### src/rtl/vote_tally_fsm.sv
// rtl/vote_tally_fsm.sv - multi-round weighted vote tallier with valid/ready ballot intake
// Saturating tally, VVIP override and a registered verdict pulse when the round closes.
module vote_tally_fsm #(
  parameter int NP_W        = 32,
  parameter int VIP_W       = 8,
  parameter int VIP_WEIGHT  = 4,
  parameter int THRESH      = 32,
  parameter int MAX_BALLOTS = 16,
  parameter int TALLY_W     = 12,
  localparam int NB_W       = $clog2(MAX_BALLOTS + 1)
) (
  input  logic               clk,
  input  logic               reset,
  input  logic               start,
  input  logic               in_valid,
  output logic               in_ready,
  input  logic [NP_W-1:0]    np,
  input  logic [VIP_W-1:0]   vip,
  input  logic               vvip,
  input  logic               close,
  output logic               busy,
  output logic               res_valid,
  output logic               res,
  output logic [TALLY_W-1:0] tally,
  output logic [NB_W-1:0]    n_ballots
);

  localparam int BW = $clog2(NP_W + VIP_WEIGHT * VIP_W + 1);
  localparam int SW = ((TALLY_W > BW) ? TALLY_W : BW) + 1;
  localparam logic [SW-1:0]   TMAX     = {{(SW - TALLY_W){1'b0}}, {TALLY_W{1'b1}}};
  localparam logic [31:0]     THRESH_U = THRESH;
  localparam logic [NB_W-1:0] LAST_N   = NB_W'(MAX_BALLOTS);

  typedef enum logic [1:0] {IDLE, COLLECT, DONE} state_t;
  state_t state;

  logic               vvip_seen;
  logic [BW-1:0]      ballot_sum;
  logic [SW-1:0]      sum_wide;
  logic               accept;
  logic [TALLY_W-1:0] tally_next;
  logic [NB_W-1:0]    n_next;
  logic               vvip_next;
  logic               last_ballot;
  logic               pass_next;

  // Per-ballot weight is summed at full width before it meets the saturating tally.
  always_comb begin
    ballot_sum = '0;
    for (int i = 0; i < NP_W; i++)
      ballot_sum = ballot_sum + BW'(np[i]);
    for (int i = 0; i < VIP_W; i++)
      if (vip[i]) ballot_sum = ballot_sum + BW'(VIP_WEIGHT);
  end

  assign accept      = in_valid && (state == COLLECT);
  assign sum_wide    = SW'(tally) + SW'(ballot_sum);
  assign tally_next  = !accept ? tally :
                       (sum_wide > TMAX) ? {TALLY_W{1'b1}} : sum_wide[TALLY_W-1:0];
  assign n_next      = accept ? n_ballots + NB_W'(1) : n_ballots;
  assign vvip_next   = vvip_seen | (accept & vvip);
  assign last_ballot = accept && (n_next == LAST_N);
  assign pass_next   = vvip_next | ({{(32 - TALLY_W){1'b0}}, tally_next} >= THRESH_U);

  always_ff @(posedge clk or posedge reset) begin
    if (reset) begin
      state     <= IDLE;
      tally     <= '0;
      n_ballots <= '0;
      vvip_seen <= 1'b0;
      res       <= 1'b0;
      res_valid <= 1'b0;
      busy      <= 1'b0;
      in_ready  <= 1'b0;
    end else begin
      res_valid <= 1'b0;
      case (state)
        IDLE, DONE: begin
          if (start) begin
            state     <= COLLECT;
            tally     <= '0;
            n_ballots <= '0;
            vvip_seen <= 1'b0;
            res       <= 1'b0;
            busy      <= 1'b1;
            in_ready  <= 1'b1;
          end else begin
            state    <= IDLE;
            busy     <= 1'b0;
            in_ready <= 1'b0;
          end
        end
        COLLECT: begin
          // A restart wins over close and drops the ballot presented this cycle.
          if (start) begin
            tally     <= '0;
            n_ballots <= '0;
            vvip_seen <= 1'b0;
            res       <= 1'b0;
          end else begin
            tally     <= tally_next;
            n_ballots <= n_next;
            vvip_seen <= vvip_next;
            if (close || last_ballot) begin
              state     <= DONE;
              res       <= pass_next;
              res_valid <= 1'b1;
              busy      <= 1'b0;
              in_ready  <= 1'b0;
            end
          end
        end
        default: begin
          state    <= IDLE;
          busy     <= 1'b0;
          in_ready <= 1'b0;
        end
      endcase
    end
  end

endmodule

### config.mk
export PLATFORM = sky130hd
export DESIGN_NAME = vote_tally_fsm
export DESIGN_NICKNAME = d
export VERILOG_FILES = /design/src/rtl/vote_tally_fsm.sv
export SDC_FILE = /design/constraint.sdc
export NUM_CORES = 1
export LEC_CHECK = 0
export BUFFER_PORTS_ARGS = -buffer_cell sky130_fd_sc_hd__buf_2
export CAP_MARGIN = 20
export CORE_AREA = 2 2 84 86
export CTS_CLUSTER_DIAMETER = 120
export DETAILED_ROUTE_END_ITERATION = 12
export DIE_AREA = 0 0 86 88
export GPL_TIMING_DRIVEN = 0
export PLACE_DENSITY = 0.79
export SETUP_SLACK_MARGIN = 0.15
export SLEW_MARGIN = 15
export SYNTH_ARGS = -nofsm -noshare
export SYNTH_HDL_FRONTEND = slang
export SYNTH_SLANG_ARGS = --single-unit
### constraint.sdc
create_clock -name clk -period 3.3 [get_ports clk]
set_input_delay 0.33 -clock clk [delete_from_list [all_inputs] [get_ports clk]]
set_output_delay 0.33 -clock clk [all_outputs]
set_load 0.05 [all_outputs]
Word level (Yosys, flattened, before mapping)
Index checks and enable logic that the tools add are counted.
- output and inout port bits: 21
- input port bits: 46
- flip-flop bits (word level): 23
- bits in latches: 0
- bits in writable memories: 0
- memories kept: 0
- bits in read-only memories: 0
- muxes and demuxes: 34
- shift-type cells: 0
- bitwise gates (word level): 3
- div/mod/pow operators: 0
- reduce and logical (&&, ||, !) cells: 9
- equal/unequal tests: 7
- multiply operators: 0
- add/sub/neg operators: 41
- magnitude comparators: 2
- operators by type and width (operator ; number):
    $add 7x1->7 ; 25
    $add 7x3->7 const B ; 8
    $mux 7 ; 8
    $mux 12 ; 4
    $pmux 12 s2 ; 1
    $mux 5 ; 3
    $add 12x7->13 ; 1
    $gt 13x12->1 const B ; 1
    $ge 12x6->1 const B ; 1
    $mux 1 ; 11
    $pmux 5 s2 ; 1
    $add 6x1->7 ; 1
    $add 5x1->6 ; 1
    $pmux 1 s2 ; 3
    $add 4x1->5 ; 1
    $add 5x1->5 const B ; 1
    $eq 5x5->1 const B ; 1
    $add 3x1->4 ; 1
    $mux 2 ; 2
    $ne 2x2->1 const B ; 2
    $pmux 2 s2 ; 1
    $reduce_and 2->1 ; 2
    $add 2x1->3 ; 1
    $ne 3x2->1 const B ; 1
    other kinds (12) ; 14

Logic depth before layout (Yosys ltp)
Gate-level depths: netlist of run 1.
- word-level depth: 56
- gate-level depth with buffers: 48

Worst setup path after synthesis of run 1
Ideal clock, no wire load.
- path type: input-to-reg
- start: in np[0]
- end: reg res
- slack: -6731 ps
- stages on the path: 44
- data arrival time: 9898 ps
- setup time: 133 ps
- cell sequence: inv_1 > fa_1 > fa_1 > inv_1 > fa_1 > fa_1 > fa_1 > inv_1 > fa_1 > inv_1 > ha_1 > a21o_1 > a211o_1 > o21ai_0 > inv_1 > ha_1 > nor2b_1 > a31oi_1 > [8 not listed] > xnor2_1 > nand2_1 > a31o_2 > o41ai_4 > ha_1 > nand2_1 > or4_1 > o211ai_1 > xor2_1 > ha_1 > a21o_1 > o21ai_0 > nand2b_1 > a31o_2 > o22ai_1 > o211ai_1 > o41ai_1 > o211ai_1
- word-level cells in the longest chain between the ends: 56
- RTL lines (element ; RTL line ; text):
    start: declaration ; 17 ; input logic [NP_W-1:0] np,
    $add 1x1->2 (*) ; 51 ; ballot_sum = ballot_sum + BW'(np[i]);
    $add 2x1->3 (*) ; 51 ;
    $add 3x1->4 (*) ; 51 ;
    $add 4x1->5 (*) ; 51 ;
    $add 5x1->6 (*) ; 51 ;
    $add 6x1->7 (*) ; 51 ;
    $add 7x1->7 (*) (25 in series) ; 51 ;
    $add 7x3->7 ; 53 ; if (vip[i]) ballot_sum = ballot_sum + BW'(VIP_WEIGHT);
    [16 not listed] ; -- ;
    $gt 13x12->1 ; 59 ; (sum_wide > TMAX) ? {TALLY_W{1'b1}} : sum_wide[TALLY_W-1:0];
    $mux 12 (*) ; 59 ;
    $mux 12 (*) ; 58 ; assign tally_next = !accept ? tally :
    $ge 12x6->1 (*) ; 63 ; assign pass_next = vvip_next | ({{(32 - TALLY_W){1'b0}}, tally_next} >= THRESH_U);
    $or 1x1->1 (*) ; 63 ;
    $mux 1 (*) ; 104 ; if (close || last_ballot) begin
    $mux 1 (*) ; 95 ; if (start) begin
    $pmux 1 s2 (*) ; 77 ; case (state)
    end signal: assignment ; 106 ; res <= pass_next;
    end: declaration ; 23 ; output logic res,
Mark *: on every way between the ends. The rest lies on a longest branch, timed or not. The select of a mux whose other input is x is not followed.
A chain may end at the register's enable or synchronous reset.

Worst setup path in the final report of run 1
- start: in np[17]
- end: reg res
- word-level cells in the longest chain between the ends: 40
- RTL lines (element ; RTL line):
    $add 7x1->7 (*) (15 in series) ; 51
    $add 7x3->7 ; 53
    $mux 7 (*) ; 53
    $add 7x3->7 ; 53
    $mux 7 (*) ; 53
    $add 7x3->7 ; 53
    $mux 7 (*) ; 53
    $add 7x3->7 ; 53
    [10 not listed] ; --
    $gt 13x12->1 ; 59
    $mux 12 (*) ; 59
    $mux 12 (*) ; 58
    $ge 12x6->1 (*) ; 63
    $or 1x1->1 (*) ; 63
    $mux 1 (*) ; 104
    $mux 1 (*) ; 95
    $pmux 1 s2 (*) ; 77
Marks and branches as above.

==> results.yml, run 1 <==
outcome:
  violations: "design-rule violations, negative setup slack"
  status: "complete, but fails checks"
timing:
  fin_crit_sh_pct: 300.2
  worst_clock_skew_ps: 2.802
  max_slew_margin_pct: 43.17
  fmax_mhz: 101.0
  finalWorstSetupSlack_ps: -6606
  fin_crit_ps: 9906
  rsz0062_at_grt: "true"
  report.final.setup_viol: 13
  hold_viol: 0
  worst_pin_slew_ps: 841.8
  maxSlewViolCount: 0
finish:
  diodes: 0
  nets: 699
  area_delta_synth_final_pct: 36.50
  final_common_cell: "buf_2"
  drive_gt1_share_pct: 36.09
  mostFrequentLayoutCells: "buf_2, inv_1, buf_4"
  fin_area_mm2: 0.005175
  num-fill-cells: 446
clocking:
  clk_pin_slew_worst_paths_ps: 80
  ctsRootBufferMaster: "clkbuf_8"
  h-tree-depth: 1
  cts_hold_buf: 0
  cts_num_sinks: 22
  cts_made_buffers: 3
  cts.path.max_buffers: 2
  clkLatencyLatePin_ps: 270
  cts_tree: "done"
global_routing:
  grt_util_all_layers_pct: 29.60
  grt_pass1_wl_um: 18080
  grt_max_degree: 23
  antenna_found_initial: 0
  grt_pass1_vias: 4181
  overflow: 0
worst_setup_path:
  startpoint_type: "input port"
  endpoint_kind: "register"
  r2r_setup_slack_ps: 390
  crit_type: "input port to register"
  critPathRequiredTime_ps: 3450
  crit_path_top_delay_cell: "fa_2"
  cp_max_fo: 5
  path_common_cell: "buf_4"
  crit_arrival_ps: 10050
  cpPeakStageDelay_ps: 540
  r2r_start: "tally[0]$_DFFE_PP0P_"
  r2r-end: "res$_DFFE_PP0P_"
  r2r_cells: 15
route:
  wl_per_cell_um: 16.01
  drtIter0Drc: 168
  routed_via_density: 5.877
  dr.pass1.iters: 9
  route.detailed.drc: 1
  ant_nets: 0
  finalWirelength_um: 10950
  vias: 4020
synthesis:
  netlist_instances: 474
  netlist_area_mm2: 0.003791
  ys_types: 69
  ys_warn_count: 0
  ys.flop_type: "dfrtp_1"
  synth_edf_count: 0
  synth-seq-area-share_pct: 14.52
  async_flop_share_pct: 100.0
  synth.avg_cell_area_um2: 7.998
  ys_seq_elements: 22
  syn-num-nets: 568
place:
  dp_hpwl_um: 7134
  gp_congestion: 0.9688
  numPortBuffers: 63
  dpl_cell_area_mm2: 0.004343
floorplanning:
  rows: 30
  die_w_um: 86
  core-area_mm2: 0.006644
  start_util_pct: 57.06
  dieArea_mm2: 0.007568
  die_h_um: 88
  boundaryPins: 67
run:
  drv_cap: 0
hold_path:
  hp-class: "input port to async pin"
-- worst max-delay path: cells and delay by family --
kind	cells	cell delay [ps]
buffers and inverters	24	2770
AOI/OAI and AO/OA	11	2170
and+or+nand+nor	3	670
xor gates and xnor gates	2	670
adders and majority gates	8	3440
-- state kept, by name (all words and copies together) (netlist names) --
name / count
tally: 12
n_ballots: 5
state: 2
res: 1
res_valid: 1
vvip_seen: 1
-- cells in the mapped netlist (all sizes together), types with 2 or more instances --
library cell / number / area (um2)
nand4: 5 / 31.28
o21a: 3 / 22.52
o41ai: 4 / 53.81
nand2b: 7 / 43.79
a22o: 2 / 17.52
a211o: 2 / 17.52
a31o: 2 / 17.52
nor3b: 6 / 45.04
o211ai: 5 / 37.54
or3: 3 / 18.77
o22a: 2 / 17.52
nand2: 42 / 157.7
nand3b: 2 / 15.01
a211oi: 3 / 27.52
a311oi: 2 / 17.52
or2: 3 / 18.77
nand4b: 2 / 17.52
o31a: 3 / 26.28
dfrtp: 22 / 550.5
a32o: 2 / 20.02
nand3: 16 / 80.08
nor2b: 7 / 43.79
nor2: 40 / 150.1
inv: 66 / 247.7
mux2i: 2 / 20.02
a21o: 9 / 67.56
a31oi: 8 / 50.05
o21ai: 25 / 125.1
xor2: 10 / 95.10
o31ai: 7 / 57.55
buf: 3 / 20.01
xnor2: 20 / 201.5
nor3: 14 / 70.07
o22ai: 2 / 12.51
and2: 7 / 43.79
clkbuf: 13 / 50.04
or4: 2 / 15.01
xnor3: 7 / 158.9
o311ai: 2 / 17.52
and3: 3 / 18.77
a21oi: 25 / 125.1
ha: 23 / 287.8
fa: 25 / 500.5
o2111ai: 2 / 17.52
-- stage by stage --
step | utilization (%) | hold slack [ps] | setup TNS [ps] | instances | worst slack [ps]
after global placement | 65.37 | 500.4 | -82990 | 617 | -6769
final | 77.89 | 218.3 | -82820 | 684 | -6606
after floorplan | - | 319.2 | -74710 | 474 | -6038
after global routing | 77.89 | 303.0 | -87960 | 684 | -7009
after CTS | 76.82 | 253.9 | -79890 | 681 | -6366
after detailed placement | 65.37 | 514.5 | -85190 | 617 | -6955
-- logic make-up after synthesis --
logic type / after synthesis / share of synthesized area [%]
AO/OA/AOI/OAI: 116 / 21.29
XOR/XNOR: 38 / 12.64
adder cells (fa/ha/maj): 49 / 21.09
buffers and inverters: 83 / 8.481
flip-flops: 22 / 14.52
multiplexers: 3 / 0.8251
AND/OR/NAND/NOR: 163 / 21.16
-- worst max path at each step --
stage	depth (start not counted)	to	startpoint	slack, ps
2_1_floorplan	44	res$_DFFE_PP0P_	np[9]	-6040
3_3_place_gp	46	res$_DFFE_PP0P_	np[17]	-6770
3_5_place_dp	45	res$_DFFE_PP0P_	np[17]	-6950
4_1_cts	46	res$_DFFE_PP0P_	np[17]	-6370
5_1_grt	49	res$_DFFE_PP0P_	np[17]	-7010
6_report	48	res$_DFFE_PP0P_	np[17]	-6610
-- what timing repair did --
item	in CTS	in global routing
pin swaps	40	6
setup endpoints to repair	13	13
setup buffers	60	3
resized for setup	51	12
-- metal layers --
| metal | part of all wire [%] | track usage [%] | vias to the layer above |
|---|---|---|---|
| li1 | - | - | 1898 |
| met1 | 38 | 31.72 | 1904 |
| met2 | 53 | 57.36 | 164 |
| met3 | 5.1 | 3.016 | 54 |
| met4 | 4.3 | 14.86 | 0 |
| met5 | 0 | 0 | - |
-- area by class of cell --
| type | instances | area (um2) | area share (%) |
|---|---|---|---|
| multi-input combinational | 369 | 3264 | 63.08 |
| timing repair buffer | 126 | 857.1 | 16.56 |
| sequential | 22 | 550.5 | 10.64 |
| inverter | 67 | 257.7 | 4.981 |
| tap | 80 | 100.1 | 1.934 |
| buffer | 16 | 73.82 | 1.426 |
| clock buffer | 3 | 41.29 | 0.7979 |
| clock inverter | 1 | 30.03 | 0.5803 |
Power of run 1 is not shown: default switching activity piles up to over one toggle a cycle in this logic, so the estimate is an artifact.
==> run 2: changes to the inputs <==
--- a/constraint.sdc
+++ b/constraint.sdc
@@ -3,2 +3,2 @@
 set_output_delay 0.33 -clock clk [all_outputs]
-set_load 0.05 [all_outputs]
+set_load 0.005 [all_outputs]
==> run 2 against run 1 <==
  * The run still ends with design-rule violations, negative setup slack left
  * Sequential share of layout area is 0.39 points higher
  * First-iteration DRC count rose by 14%
  * Hold slack improved by 9.7 ps
  * Global-route usage fell by 2.6 points
  * Clock skew down 0.74 ps
  * Cell count down 3.9%
  * Critical path type unchanged
  * Maximum frequency fell by 1.3%
  * Via count shrank 1.4%
  * Flip-flop and latch count is the same
  * Worst setup slack worse by 130 ps
  * Routed wire length is 4.7% lower
  * Final area is 3.5% lower
==> results.yml, run 2 (synthesis results as in run 1) <==
run:
  drv_cap: 0
outcome:
  status: "complete, but fails checks"
  violations: "design-rule violations, negative setup slack"
route:
  finalWirelength_um: 10440
  vias: 3965
  dr.pass1.iters: 9
  routed_via_density: 6.035
  wl_per_cell_um: 15.89
  route.detailed.drc: 1
  drtIter0Drc: 191
  ant_nets: 0
clocking:
  clk_pin_slew_worst_paths_ps: 80
  cts_tree: "done"
  clkLatencyLatePin_ps: 270
  cts.path.max_buffers: 2
  cts_num_sinks: 22
  h-tree-depth: 1
  ctsRootBufferMaster: "clkbuf_8"
  cts_made_buffers: 3
floorplanning:
  boundaryPins: 67
  start_util_pct: 57.06
  dieArea_mm2: 0.007568
  die_h_um: 88
  die_w_um: 86
  rows: 30
  core-area_mm2: 0.006644
worst_setup_path:
  critPathRequiredTime_ps: 3440
  startpoint_type: "input port"
  crit_arrival_ps: 10170
  cpPeakStageDelay_ps: 550
  endpoint_kind: "register"
  crit_path_top_delay_cell: "fa_1"
  crit_type: "input port to register"
  cp_top_family: "adder cells"
  cp_max_fo: 4
  path_buf_inv: 9
timing:
  finalWorstSetupSlack_ps: -6732
  maxSlewViolCount: 0
  fin_crit_ps: 10030
  worst_clock_skew_ps: 2.064
  holdWs_ps: 228.0
  worst_pin_slew_ps: 863.2
  max_slew_margin_pct: 42.39
  hold_viol: 0
  report.final.setup_viol: 13
  rsz0062_at_grt: "true"
  fin_crit_sh_pct: 304.0
  fmax_mhz: 99.68
finish:
  fin_area_mm2: 0.004992
  num-fill-cells: 488
  largest_register: "tally"
  top_regs: "tally: 12 flops, n_ballots: 5 flops, state: 2 flops"
  largest_reg_flops: 12
  diodes: 0
  nets: 673
  drive_gt1_share_pct: 33.10
  final_common_cell: "buf_2"
  mostFrequentLayoutCells: "buf_2, inv_1, nor2_1, nand2_1"
  area_delta_synth_final_pct: 31.68
place:
  numPortBuffers: 63
  gp_congestion: 0.9230
  dpl_cell_area_mm2: 0.004343
  dp_hpwl_um: 7093
  dp_worst_setup_slack_ps: -7049
global_routing:
  grt_pass1_vias: 3853
  antenna_found_initial: 0
  grt_util_all_layers_pct: 27.04
  grt_pass1_wl_um: 16750
  overflow: 0
  grt_max_degree: 23
hold_path:
  hp-class: "input port to async pin"
-- run 2: per-stage QoR --
stage / util (%) / std cells / setup TNS [ps]
after global routing: 75.14 / 657 / -90230
after detailed placement: 65.37 / 617 / -86330
after CTS: 72.13 / 650 / -81300
final: 75.14 / 657 / -85430
after floorplan: - / 474 / -74640
after global placement: 65.37 / 617 / -82920
-- run 2: worst reg2reg max path, delay by kind of cell, from the launching register on --
| family | cells | cell delay [ps] |
|---|---|---|
| adder cells (fa/ha/maj) | 2 | 600 |
| AND/OR/NAND/NOR | 4 | 430 |
| buffers and inverters | 3 | 340 |
| AO/OA/AOI/OAI | 6 | 1040 |
| flip-flops | 1 | 410 |
-- run 2: final cells by class --
| cell class | instances | area, um2 | area share, % |
|---|---|---|---|
| plain buffers | 16 | 73.82 | 1.479 |
| clock buffers | 3 | 41.29 | 0.8271 |
| inverters | 67 | 256.5 | 5.138 |
| multi-input cells | 369 | 3307 | 66.24 |
| flip-flops and latches | 22 | 550.5 | 11.03 |
| well taps | 80 | 100.1 | 2.005 |
| repair buffers | 100 | 663.1 | 13.28 |
-- run 2: path summary, 6_finish.rpt --
| kind | start | end | slack, ps | cells past startpoint |
|---|---|---|---|---|
| setup / recovery | np[17] | res$_DFFE_PP0P_ | -6730 | 48 |
| hold / removal | reset | res_valid$_DFF_PP0_ | 230 | 2 |
| setup reg to reg | tally[0]$_DFFE_PP0P_ | res$_DFFE_PP0P_ | 370 | 15 |
| hold reg to reg | tally[3]$_DFFE_PP0P_ | tally[3]$_DFFE_PP0P_ | 550 | 2 |
| max in group asynchronous | reset | tally[11]$_DFFE_PP0P_ | 2540 | 2 |
| min in group clk | close | res_valid$_DFF_PP0_ | 350 | 3 |
-- run 2: what timing repair did --
item                       4_1_cts  5_1_grt
pin swaps                       34       21
resized for setup               45       31
hold buffers                     0        0
gates cloned                     0        0
setup endpoints to repair       13       13
buffers inserted                30        7
-- run 2: per-layer routing --
layer	vias to the layer above	part of all wire [%]	wire length (um)	track usage, %
li1	1846	-	-	-
met1	1914	38	3977	31.61
met2	174	54	5641	51.66
met3	31	5.4	562	2.074
met4	0	2.5	256	9.668
met5	-	0	0	0
Power of run 2 is left out for the same reason.
==> run 3: changes to the inputs <==
Settings changed: CORE_AREA 2 2 84 86 to 2 2 127 129, DIE_AREA 0 0 86 88 to 0 0 129 131, PLACE_DENSITY 0.79 to 0.39.
==> run 3 against run 2 <==
  * The run ends with negative setup slack left
  * Non-clock buffer count increased by 4
  * Global-route usage decreased by 14 points
  * Via count decreased by 6.8%
  * First-iteration DRC count decreased by 20%
  * Register-to-register slack improved by 30 ps
  * Sequential share of layout area decreased by 0.44 points
  * Flip-flop and latch count unchanged
  * Critical path depth increased by 4
  * Critical endpoint is now tally[10]$_DFFE_PP0P_
==> results.yml, run 3 (synthesis results as in run 1) <==
finish:
  nets: 677
  fin_cells: 798
  final_common_cell: "buf_2"
  diodes: 0
  largest_reg_flops: 12
  largest_register: "tally"
  top_regs: "tally: 12 flops, n_ballots: 5 flops, state: 2 flops"
  mostFrequentLayoutCells: "buf_2, inv_1, nand2_1"
  fin_util_pct: 33.32
  drive_gt1_share_pct: 33.33
  num-fill-cells: 1684
  area_delta_synth_final_pct: 37.10
timing:
  hold_viol: 0
  holdWs_ps: 280.2
  rsz0062_at_grt: "true"
  fin_crit_sh_pct: 298.6
  maxSlewViolCount: 0
  fin_crit_ps: 9855
  max_slew_margin_pct: 32.51
  report.final.setup_viol: 13
  worst_pin_slew_ps: 999.7
  finalWorstSetupSlack_ps: -6555
  worst_clock_skew_ps: 6.336
  fmax_mhz: 101.5
floorplanning:
  die_h_um: 131
  rows: 46
  core-area_mm2: 0.01560
  die_w_um: 129
  boundaryPins: 67
  start_util_pct: 24.31
  dieArea_mm2: 0.01690
worst_setup_path:
  crit_path_top_delay_cell: "fa_1"
  cpPeakStageDelay_ps: 560
  setup.worst_path.end: "tally[10]$_DFFE_PP0P_"
  r2r_cells: 16
  crit_arrival_ps: 10000
  crit_type: "input port to register"
  r2r_setup_slack_ps: 400
  path_common_cell: "ha_4"
  cp-startpoint: "np[0]"
  r2r-end: "tally[10]$_DFFE_PP0P_"
  path_buf_inv: 13
  endpoint_kind: "register"
  cp_max_fo: 4
  r2r_start: "tally[0]$_DFFE_PP0P_"
  critPathRequiredTime_ps: 3450
  cp_top_family: "adder cells"
  crit_cells: 52
  startpoint_type: "input port"
outcome:
  status: "complete, but fails checks"
  violations: "negative setup slack"
clocking:
  cts.path.max_buffers: 2
  clk_pin_slew_worst_paths_ps: 60
  clkLatencyLatePin_ps: 260
  cts_tree: "done"
  cts_num_sinks: 22
  ctsRootBufferMaster: "clkbuf_16"
  cts_made_buffers: 3
  h-tree-depth: 1
route:
  routed_via_density: 4.633
  wl_per_cell_um: 13.27
  vias: 3697
  route.detailed.drc: 0
  dr.pass1.iters: 4
  drtIter0Drc: 152
  finalWirelength_um: 10590
  ant_nets: 0
global_routing:
  grt_pass1_wl_um: 17830
  overflow: 0
  antenna_found_initial: 0
  grt_util_all_layers_pct: 12.75
  grt_pass1_vias: 3777
  grt_max_degree: 23
run:
  drv_cap: 0
place:
  dp_hpwl_um: 8188
  gp_congestion: 0.8031
  placed_cells: 753
  numPortBuffers: 63
hold_path:
  hp-class: "input port to async pin"
run 3: cell count changes in the layout (fill, tap and decap cells not counted), sizes merged:
cell and delta:
clkbuf +1, buf +4, clkinvlp +1, clkinv -1
run 3: routing by layer:
layer	GRT usage, %	vias up	wire, um
met2	24.71	50	5407
li1	-	1855	-
met3	0.8958	8	249
met5	0	-	0
met4	2.174	0	109
met1	15.65	1784	4826
run 3: cell type report:
class	instances	area, um2	share of cell area (%)
Tap cell	216	270.3	5.200
Inverter	67	257.7	4.959
Sequential cell	22	550.5	10.59
Multi-Input combinational cell	369	3267	62.86
Timing Repair Buffer	104	689.4	13.26
Buffer	16	73.82	1.420
Clock buffer	4	88.84	1.709
run 3: worst min-delay path by stage:
stage | from | endpoint | slack, ps | cells past startpoint
floorplan | reset | n_ballots[0]$_DFFE_PP0P_ | 320 | 1
global placement | vvip_seen$_DFFE_PP0P_ | vvip_seen$_DFFE_PP0P_ | 500 | 2
detailed placement | vvip_seen$_DFFE_PP0P_ | vvip_seen$_DFFE_PP0P_ | 510 | 2
CTS | reset | tally[1]$_DFFE_PP0P_ | 330 | 2
global route | reset | tally[4]$_DFFE_PP0P_ | 380 | 2
finish | reset | tally[1]$_DFFE_PP0P_ | 280 | 2
run 3: stage by stage:
stage | TNS, ps | worst slack [ps] | area (um2)
after floorplan | -74640 | -6036 | 3928
after global placement | -86250 | -7090 | 4513
after detailed placement | -86890 | -7044 | 4513
after CTS | -80530 | -6474 | 5072
after global routing | -87570 | -7004 | 5197
final | -81860 | -6555 | 5197
run 3: what timing repair did:
| item | 4_1_cts | 5_1_grt |
|---|---|---|
| resized for setup | 47 | 12 |
| endpoints found under the hold margin | 0 | 0 |
| hold buffers | 0 | 0 |
| pin swaps | 41 | 15 |
| setup endpoints to repair | 13 | 13 |
| setup buffers | 33 | 8 |
Power of run 3 is left out for the same reason.
